## src/rtl/vga_timing_gen.sv

```systemverilog
// 640x480@60 VGA raster timing: pixel clock divider, h/v counters, line/frame strobes,
// and sync/blank decodes delayed by SYNC_DLY pixel periods to match the colour stage latency.
module vga_timing_gen #(
    parameter int H_ACTIVE = 640,
    parameter int H_FP     = 16,
    parameter int H_SYNC   = 96,
    parameter int H_BP     = 48,
    parameter int V_ACTIVE = 480,
    parameter int V_FP     = 10,
    parameter int V_SYNC   = 2,
    parameter int V_BP     = 33,
    parameter int CLK_DIV  = 2,
    parameter int SYNC_DLY = 1
) (
    input  logic       CLK,
    input  logic       RST_N,
    output logic       VGA_CLK,
    output logic [9:0] x,
    output logic [9:0] y,
    output logic       pix_en,
    output logic       line_start,
    output logic       frame_start,
    output logic       VGA_HS,
    output logic       VGA_VS,
    output logic       VGA_BLANK_N,
    output logic       VGA_SYNC_N
);

    localparam int H_TOTAL = H_ACTIVE + H_FP + H_SYNC + H_BP;
    localparam int V_TOTAL = V_ACTIVE + V_FP + V_SYNC + V_BP;
    localparam int DIV_W   = $clog2(CLK_DIV);

    localparam logic [DIV_W-1:0] DIV_LAST = DIV_W'(CLK_DIV - 1);
    localparam logic [DIV_W-1:0] DIV_HALF = DIV_W'(CLK_DIV / 2);
    localparam logic [DIV_W-1:0] DIV_ONE  = DIV_W'(1);

    localparam logic [9:0] H_LAST   = 10'(H_TOTAL - 1);
    localparam logic [9:0] V_LAST   = 10'(V_TOTAL - 1);
    localparam logic [9:0] H_ACT    = 10'(H_ACTIVE);
    localparam logic [9:0] V_ACT    = 10'(V_ACTIVE);
    localparam logic [9:0] HS_START = 10'(H_ACTIVE + H_FP);
    localparam logic [9:0] HS_END   = 10'(H_ACTIVE + H_FP + H_SYNC);
    localparam logic [9:0] VS_START = 10'(V_ACTIVE + V_FP);
    localparam logic [9:0] VS_END   = 10'(V_ACTIVE + V_FP + V_SYNC);

    logic [DIV_W-1:0] div_cnt;
    logic [9:0]       h_cnt;
    logic [9:0]       v_cnt;
    logic             hs_raw;
    logic             vs_raw;
    logic             act_raw;

    always_ff @(posedge CLK) begin
        if (!RST_N) begin
            div_cnt <= '0;
            h_cnt   <= '0;
            v_cnt   <= '0;
        end else begin
            div_cnt <= pix_en ? '0 : div_cnt + DIV_ONE;
            if (pix_en) begin
                if (h_cnt == H_LAST) begin
                    h_cnt <= '0;
                    v_cnt <= (v_cnt == V_LAST) ? '0 : v_cnt + 10'd1;
                end else begin
                    h_cnt <= h_cnt + 10'd1;
                end
            end
        end
    end

    // VGA_CLK is low for the first half-pixel so its rising edge lands mid-pixel
    assign pix_en      = (div_cnt == DIV_LAST);
    assign VGA_CLK     = (div_cnt >= DIV_HALF);
    assign x           = h_cnt;
    assign y           = v_cnt;
    assign line_start  = pix_en && (h_cnt == H_LAST);
    assign frame_start = line_start && (v_cnt == V_LAST);
    assign VGA_SYNC_N  = 1'b0;

    assign hs_raw  = !((h_cnt >= HS_START) && (h_cnt < HS_END));
    assign vs_raw  = !((v_cnt >= VS_START) && (v_cnt < VS_END));
    assign act_raw = (h_cnt < H_ACT) && (v_cnt < V_ACT);

    generate
        if (SYNC_DLY == 0) begin : g_no_dly
            assign VGA_HS      = hs_raw;
            assign VGA_VS      = vs_raw;
            assign VGA_BLANK_N = act_raw;
        end else begin : g_dly
            logic [SYNC_DLY-1:0] hs_sr;
            logic [SYNC_DLY-1:0] vs_sr;
            logic [SYNC_DLY-1:0] act_sr;

            // reset flushes the line so no partial sync pulse survives
            always_ff @(posedge CLK) begin
                if (!RST_N) begin
                    hs_sr  <= '1;
                    vs_sr  <= '1;
                    act_sr <= '0;
                end else if (pix_en) begin
                    hs_sr[0]  <= hs_raw;
                    vs_sr[0]  <= vs_raw;
                    act_sr[0] <= act_raw;
                    for (int i = 1; i < SYNC_DLY; i++) begin
                        hs_sr[i]  <= hs_sr[i-1];
                        vs_sr[i]  <= vs_sr[i-1];
                        act_sr[i] <= act_sr[i-1];
                    end
                end
            end

            assign VGA_HS      = hs_sr[SYNC_DLY-1];
            assign VGA_VS      = vs_sr[SYNC_DLY-1];
            assign VGA_BLANK_N = act_sr[SYNC_DLY-1];
        end
    endgenerate

endmodule

```

## config.mk

```make
export PLATFORM = sky130hd
export DESIGN_NAME = vga_timing_gen
export DESIGN_NICKNAME = d
export VERILOG_FILES = /design/src/rtl/vga_timing_gen.sv
export SDC_FILE = /design/constraint.sdc
export NUM_CORES = 1
export LEC_CHECK = 0
export ABC_CLOCK_PERIOD_IN_PS = 2600
export CAP_MARGIN = 10
export CORE_MARGIN = 1.5
export CORE_UTILIZATION = 48
export CTS_CLUSTER_DIAMETER = 60
export DETAILED_ROUTE_END_ITERATION = 8
export PLACE_DENSITY = 0.78
export SYNTH_ARGS = -nofsm -noshare
export SYNTH_HDL_FRONTEND = slang
export SYNTH_SLANG_ARGS = --single-unit
```

## constraint.sdc

```tcl
create_clock -name CLK -period 2.6 [get_ports CLK]
set_input_delay 0.52 -clock CLK [delete_from_list [all_inputs] [get_ports CLK]]
set_output_delay 0.52 -clock CLK [all_outputs]
set_load 0.05 [all_outputs]
```

## After elaboration in Yosys (flattened, before gate mapping)

Cells that the tools add are included.
W data, S select, Z words.

- Bits in registers: 24
- Input port bits: 2
- Logic and storage cells: 30

- Add/subtract/negate cells: 3
- Magnitude comparators: 7
- Eq/ne operators: 2
- Multiplexer cells: 2
- Bitwise operators: 1
- Reductions and logical operators: 9

Operator list:

| operator | count |
|---|---|
| $add A10 B1 Y10 const B | 2 |
| $eq A10 B10 Y1 const B | 2 |
| $lt A10 B10 Y1 const B | 2 |
| $lt A10 B9 Y1 const B | 2 |
| $mux W10 | 2 |
| $ge A10 B10 Y1 const B | 1 |
| $ge A10 B9 Y1 const B | 1 |
| $logic_and A1 B1 Y1 | 5 |
| $logic_not A1 Y1 | 2 |
| $reduce_and A2 Y1 | 1 |
| $reduce_or A2 Y1 | 1 |
| $add A1 B1 Y1 const B | 1 |
| $ge A1 B1 Y1 const B | 1 |
| $not A1 Y1 | 1 |

## Depth between registers and ports, before layout

- Word-level depth: 3
- Depth in mapped cells: 6

## Least setup slack after synthesis

OpenSTA, ideal clock, no wires.

- Path type: register to output
- From: register h_cnt[0] (netlist: x[0])
- To: output port frame_start
- Data arrival time: 2485 ps
- Setup slack: -405 ps
- Cell stages (with the launch flop): 5
- Buffers on the path: 0
- Path through: dfxtp_1 > ha_1 > nand4b_1 > or3_2 > nor2_1

- Cells in the longest elaborated chain, start to end: 3

RTL lines:

| what | line | RTL |
|---|---|---|
| start, declared | 47 | `logic [9:0] h_cnt;` |
| start signal, assigned | 65 | `h_cnt <= h_cnt + 10'd1;` |
| $eq A10 B10 Y1 | 76 | `assign line_start = pix_en && (h_cnt == H_LAST);` |
| $logic_and A1 B1 Y1 | 76 |  |
| $logic_and A1 B1 Y1 | 77 | `assign frame_start = line_start && (v_cnt == V_LAST);` |
| end, declared | 22 | `output logic frame_start,` |

No other way between the ends.

## Worst setup path in the final report

- From: register h_cnt[1] (netlist: x[1])
- To: output port frame_start

Same word-level chain as after synthesis.

==> flow_summary_export.csv <==
group,metric,value,unit
setup_path,r2r_slack,0.44,ns
floorplan,placementRows,18,
power_and_ir_drop,p_sw_frac,0.250,
route,drc,0,
sta,period_needed,2.50,ns
setup_path,critPathRequiredTime,2.08,ns
route,finalWirelength,2.79,mm
route,viasPerCell,5.66,
setup_path,crit_fanout,8,
route,dr.pass1.iters,4,
sta,whs,0.460,ns
sta,setup-violations-final,0,
placed_design,gp_congestion,0.895,
logic_synthesis,yosys.area.top_type,"dfxtp_1",
sta,fmax,0.400,GHz
sta,worst-slew-pin-transition,0.606,ns
logic_synthesis,yosysWarnings,0,
setup_path,r2r-start,"x[1]",
global_routing,gr-total-overflow,0,
setup_path,worstPathArrival,1.98,ns
placed_design,dp_slack,0.447,ns
finish,n_antenna_cell,0,
floorplan,io_pins,30,
clock_tree,clock-sinks,24,
sta,fin_setup_tns,0,ns
worst_hold_path,min_to,"VGA_HS",
power_and_ir_drop,p_int,0.478,mW
worst_hold_path,hold_path_depth,2,
floorplan,start_util,0.497,
finish,layout_common_cells,"clkdlybuf4s50_1 (26), dfxtp_1 (22), nor2_1 (20), nand4_1 (11), inv_1 (8)",
placed_design,io_buffer_count,28,
sta,rsz0062_at_grt,"no",
setup_path,slowest_delay,0.56,ns
sta,slew_viol_final,0,
logic_synthesis,netlist_instances,141,
logic_synthesis,synth.area.top_cells,"dfxtp_1 (40%), nor2_1 (6.5%), nand4_1 (5.7%), ha_1 (5.2%), xnor2_1 (5.1%)",
setup_path,crit_path_start_kind,"flip-flop",
power_and_ir_drop,p_clk_frac,0.305,
setup_path,path_cells,"ha_1 > nand4b_1 > or3_2 > nor2_4 > buf_12",
finish,layout_commonest_cell,"clkdlybuf4s50_1",
route,ant_nets,0,
sta,skew,0.00190,ns
global_routing,grt_first_pass_wirelength,4.63,mm
clock_tree,clock_latency,0.31,ns
power_and_ir_drop,leakage,0.556,nW
route,vias,1144,
placed_design,dpl.hpwl,2.04,mm
finish,area_delta_synth_final,32.4,%
logic_synthesis,synthesis.area,1210,µm²
logic_synthesis,syn_nets,148,
finish,drive_gt1_frac,0.122,
power_and_ir_drop,p_seq_frac,0.596,
clock_tree,cts_buffers,3,
setup_path,critical_path.endpoint_type,"output pin",
power_and_ir_drop,combPwrFrac,0.098,
sta,final-hold-violation-count,0,
finish,final_nets,180,
sta,fin_ws,0.102,ns
clock_tree,ctsHoldBuffers,0,
global_routing,grt_use_total,0.225,
sta,maxSlewHeadroom,0.593,
worst_hold_path,hp-class,"reg -> reg",
worst_hold_path,hp-start,"VGA_HS",
global_routing,grt_antenna_before_repair,0,
clock_tree,clk_pin_slew,0.13,ns
logic_synthesis,yosysSeqAreaShare,0.397,
logic_synthesis,ys_ff_latch,24,
floorplan,die_width,53.2,µm
global_routing,grt_pass1_vias,1046,
sta,fin_crit_sh,0.961,
power_and_ir_drop,ir_drop,0.381,mV
setup_path,rr_worst_depth,6,
floorplan,core_area,2430,µm²
setup_path,cp_slowest_cell,"or3_2",
clock_tree,clock_path_buffers,2,
clock_tree,cts_tree,"built",
logic_synthesis,synth.top_cell.area_share,0.397,
power_and_ir_drop,power.switching,0.159,mW
logic_synthesis,syn_avg_cell_area,8.58,µm²
route,wl_per_cell,13.8,µm
flow_run,maxCapViolations,0,
floorplan,dieArea,2830,µm²
clock_tree,cts_root_buffer,"clkbuf_4",
outcome,outcome,"finished clean",
route,drtIter0Drc,36,
power_and_ir_drop,total_power,0.638,mW
clock_tree,cts_htree_levels,1,
finish,final_core_util,0.658,
setup_path,r2r_end,"y[8]",
power_and_ir_drop,power_density,398,nW/µm²
global_routing,grt_max_degree,16,
floorplan,die_y,53.2,µm
logic_synthesis,ys_types,38,
setup_path,setup.worst_path.class,"reg -> out",
## layer usage
| metal | part of all wire | global-route usage | vias to the layer above |
|---|---|---|---|
| li1 | - | - | 559 |
| met1 | 0.45 | 0.283 | 538 |
| met2 | 0.48 | 0.368 | 42 |
| met3 | 0.057 | 0.0424 | 5 |
| met4 | 0.013 | 0.0983 | 0 |
| met5 | 0 | 0 | - |
## worst max-delay path by stage
stage / cells past startpoint / slack (ns) / start / end
2_1_floorplan: 4 / 0.04 / x[4] / frame_start
3_3_place_gp: 5 / 0.46 / x[0] / frame_start
3_5_place_dp: 5 / 0.45 / x[0] / frame_start
4_1_cts: 5 / 0.07 / x[0] / frame_start
5_1_grt: 5 / 0.02 / x[1] / frame_start
6_report: 5 / 0.10 / x[1] / frame_start
## sequential cells by signal (all words and copies together), names as in the netlist
signal and cells:
x 10, VGA_BLANK_N 1, VGA_HS 1, VGA_VS 1
y 10, pix_en 1
## critical path: cells and delay by family, from the launching register on
| kind | cells | cell delay (ns) |
|---|---|---|
| adders and majority gates | 1 | 0.24 |
| buffers and inverters | 1 | 0.15 |
| DFF | 1 | 0.42 |
| and+or+nand+nor | 3 | 0.86 |
## power groups by stage
| stage | combinational [mW] | sequential (mW) | clock, mW |
|---|---|---|---|
| 2_1_floorplan | 0.0260 | 0.406 | 0 |
| 6_report | 0.0628 | 0.380 | 0.195 |
| 3_5_place_dp | 0.0629 | 0.389 | 0 |
| 3_3_place_gp | 0.0627 | 0.388 | 0 |
| 4_1_cts | 0.0630 | 0.380 | 0.197 |
| 5_1_grt | 0.0674 | 0.381 | 0.214 |
## synth_stat cells
cell type	n
o21ai_0	3
nor4b_1	2
nand2_1	6
o2111ai_1	1
inv_1	9
a21oi_1	5
buf_2	1
or3_1	1
o311ai_0	1
or4_4	2
o21a_1	1
and4_1	2
buf_1	1
nor2_1	21
o31ai_1	1
nand4b_1	1
or2_4	1
nor4_1	7
and3_1	2
nor3_1	1
nand4_1	11
ha_1	5
conb_1	1
clkbuf_2	1
clkbuf_1	1
or3_2	1
and3_2	1
xor2_1	7
mux2i_1	1
xnor2_1	7
nor3b_1	1
dfxtp_1	24
a21oi_2	1
nand2b_1	1
buf_4	2
nand3_1	5
o21ai_1	1
nand4bb_1	1
## layout make-up
type                    instances  area [µm²]
flip-flops and latches         24         485
repair buffers                 33         338
well taps                      30        37.5
inverters                       9        33.8
fillers                       205         831
clock buffers                   4        36.3
multi-input cells             102         671
## stage by stage
step                std cells  cell area [µm²]
floorplan                 141             1210
global placement          198             1560
detailed placement        198             1560
CTS                       202             1590
global route              202             1600
finish                    202             1600
## repair_timing
item / in CTS / in global routing
gates resized for setup: 0 / 3
setup buffers: 0 / 0
endpoints found under the hold margin: 0 / 0
setup endpoints to repair: 0 / 1
## kinds of logic (layout without fill, tap and decap cells)
| family | Yosys count | after routing | share of synthesized area |
|---|---|---|---|
| xor gates and xnor gates | 14 | 14 | 0.101 |
| muxes | 1 | 1 | 0.00827 |
| other | 1 | 1 | 0.00310 |
| adders and majority gates | 5 | 5 | 0.0517 |
| and+or+nand+nor | 67 | 67 | 0.312 |
| buffers and inverters | 15 | 46 | 0.0548 |
| AOI/OAI and AO/OA | 14 | 14 | 0.0714 |
| DFF | 24 | 24 | 0.397 |
Note: power is estimated with default switching activity, not from simulation.
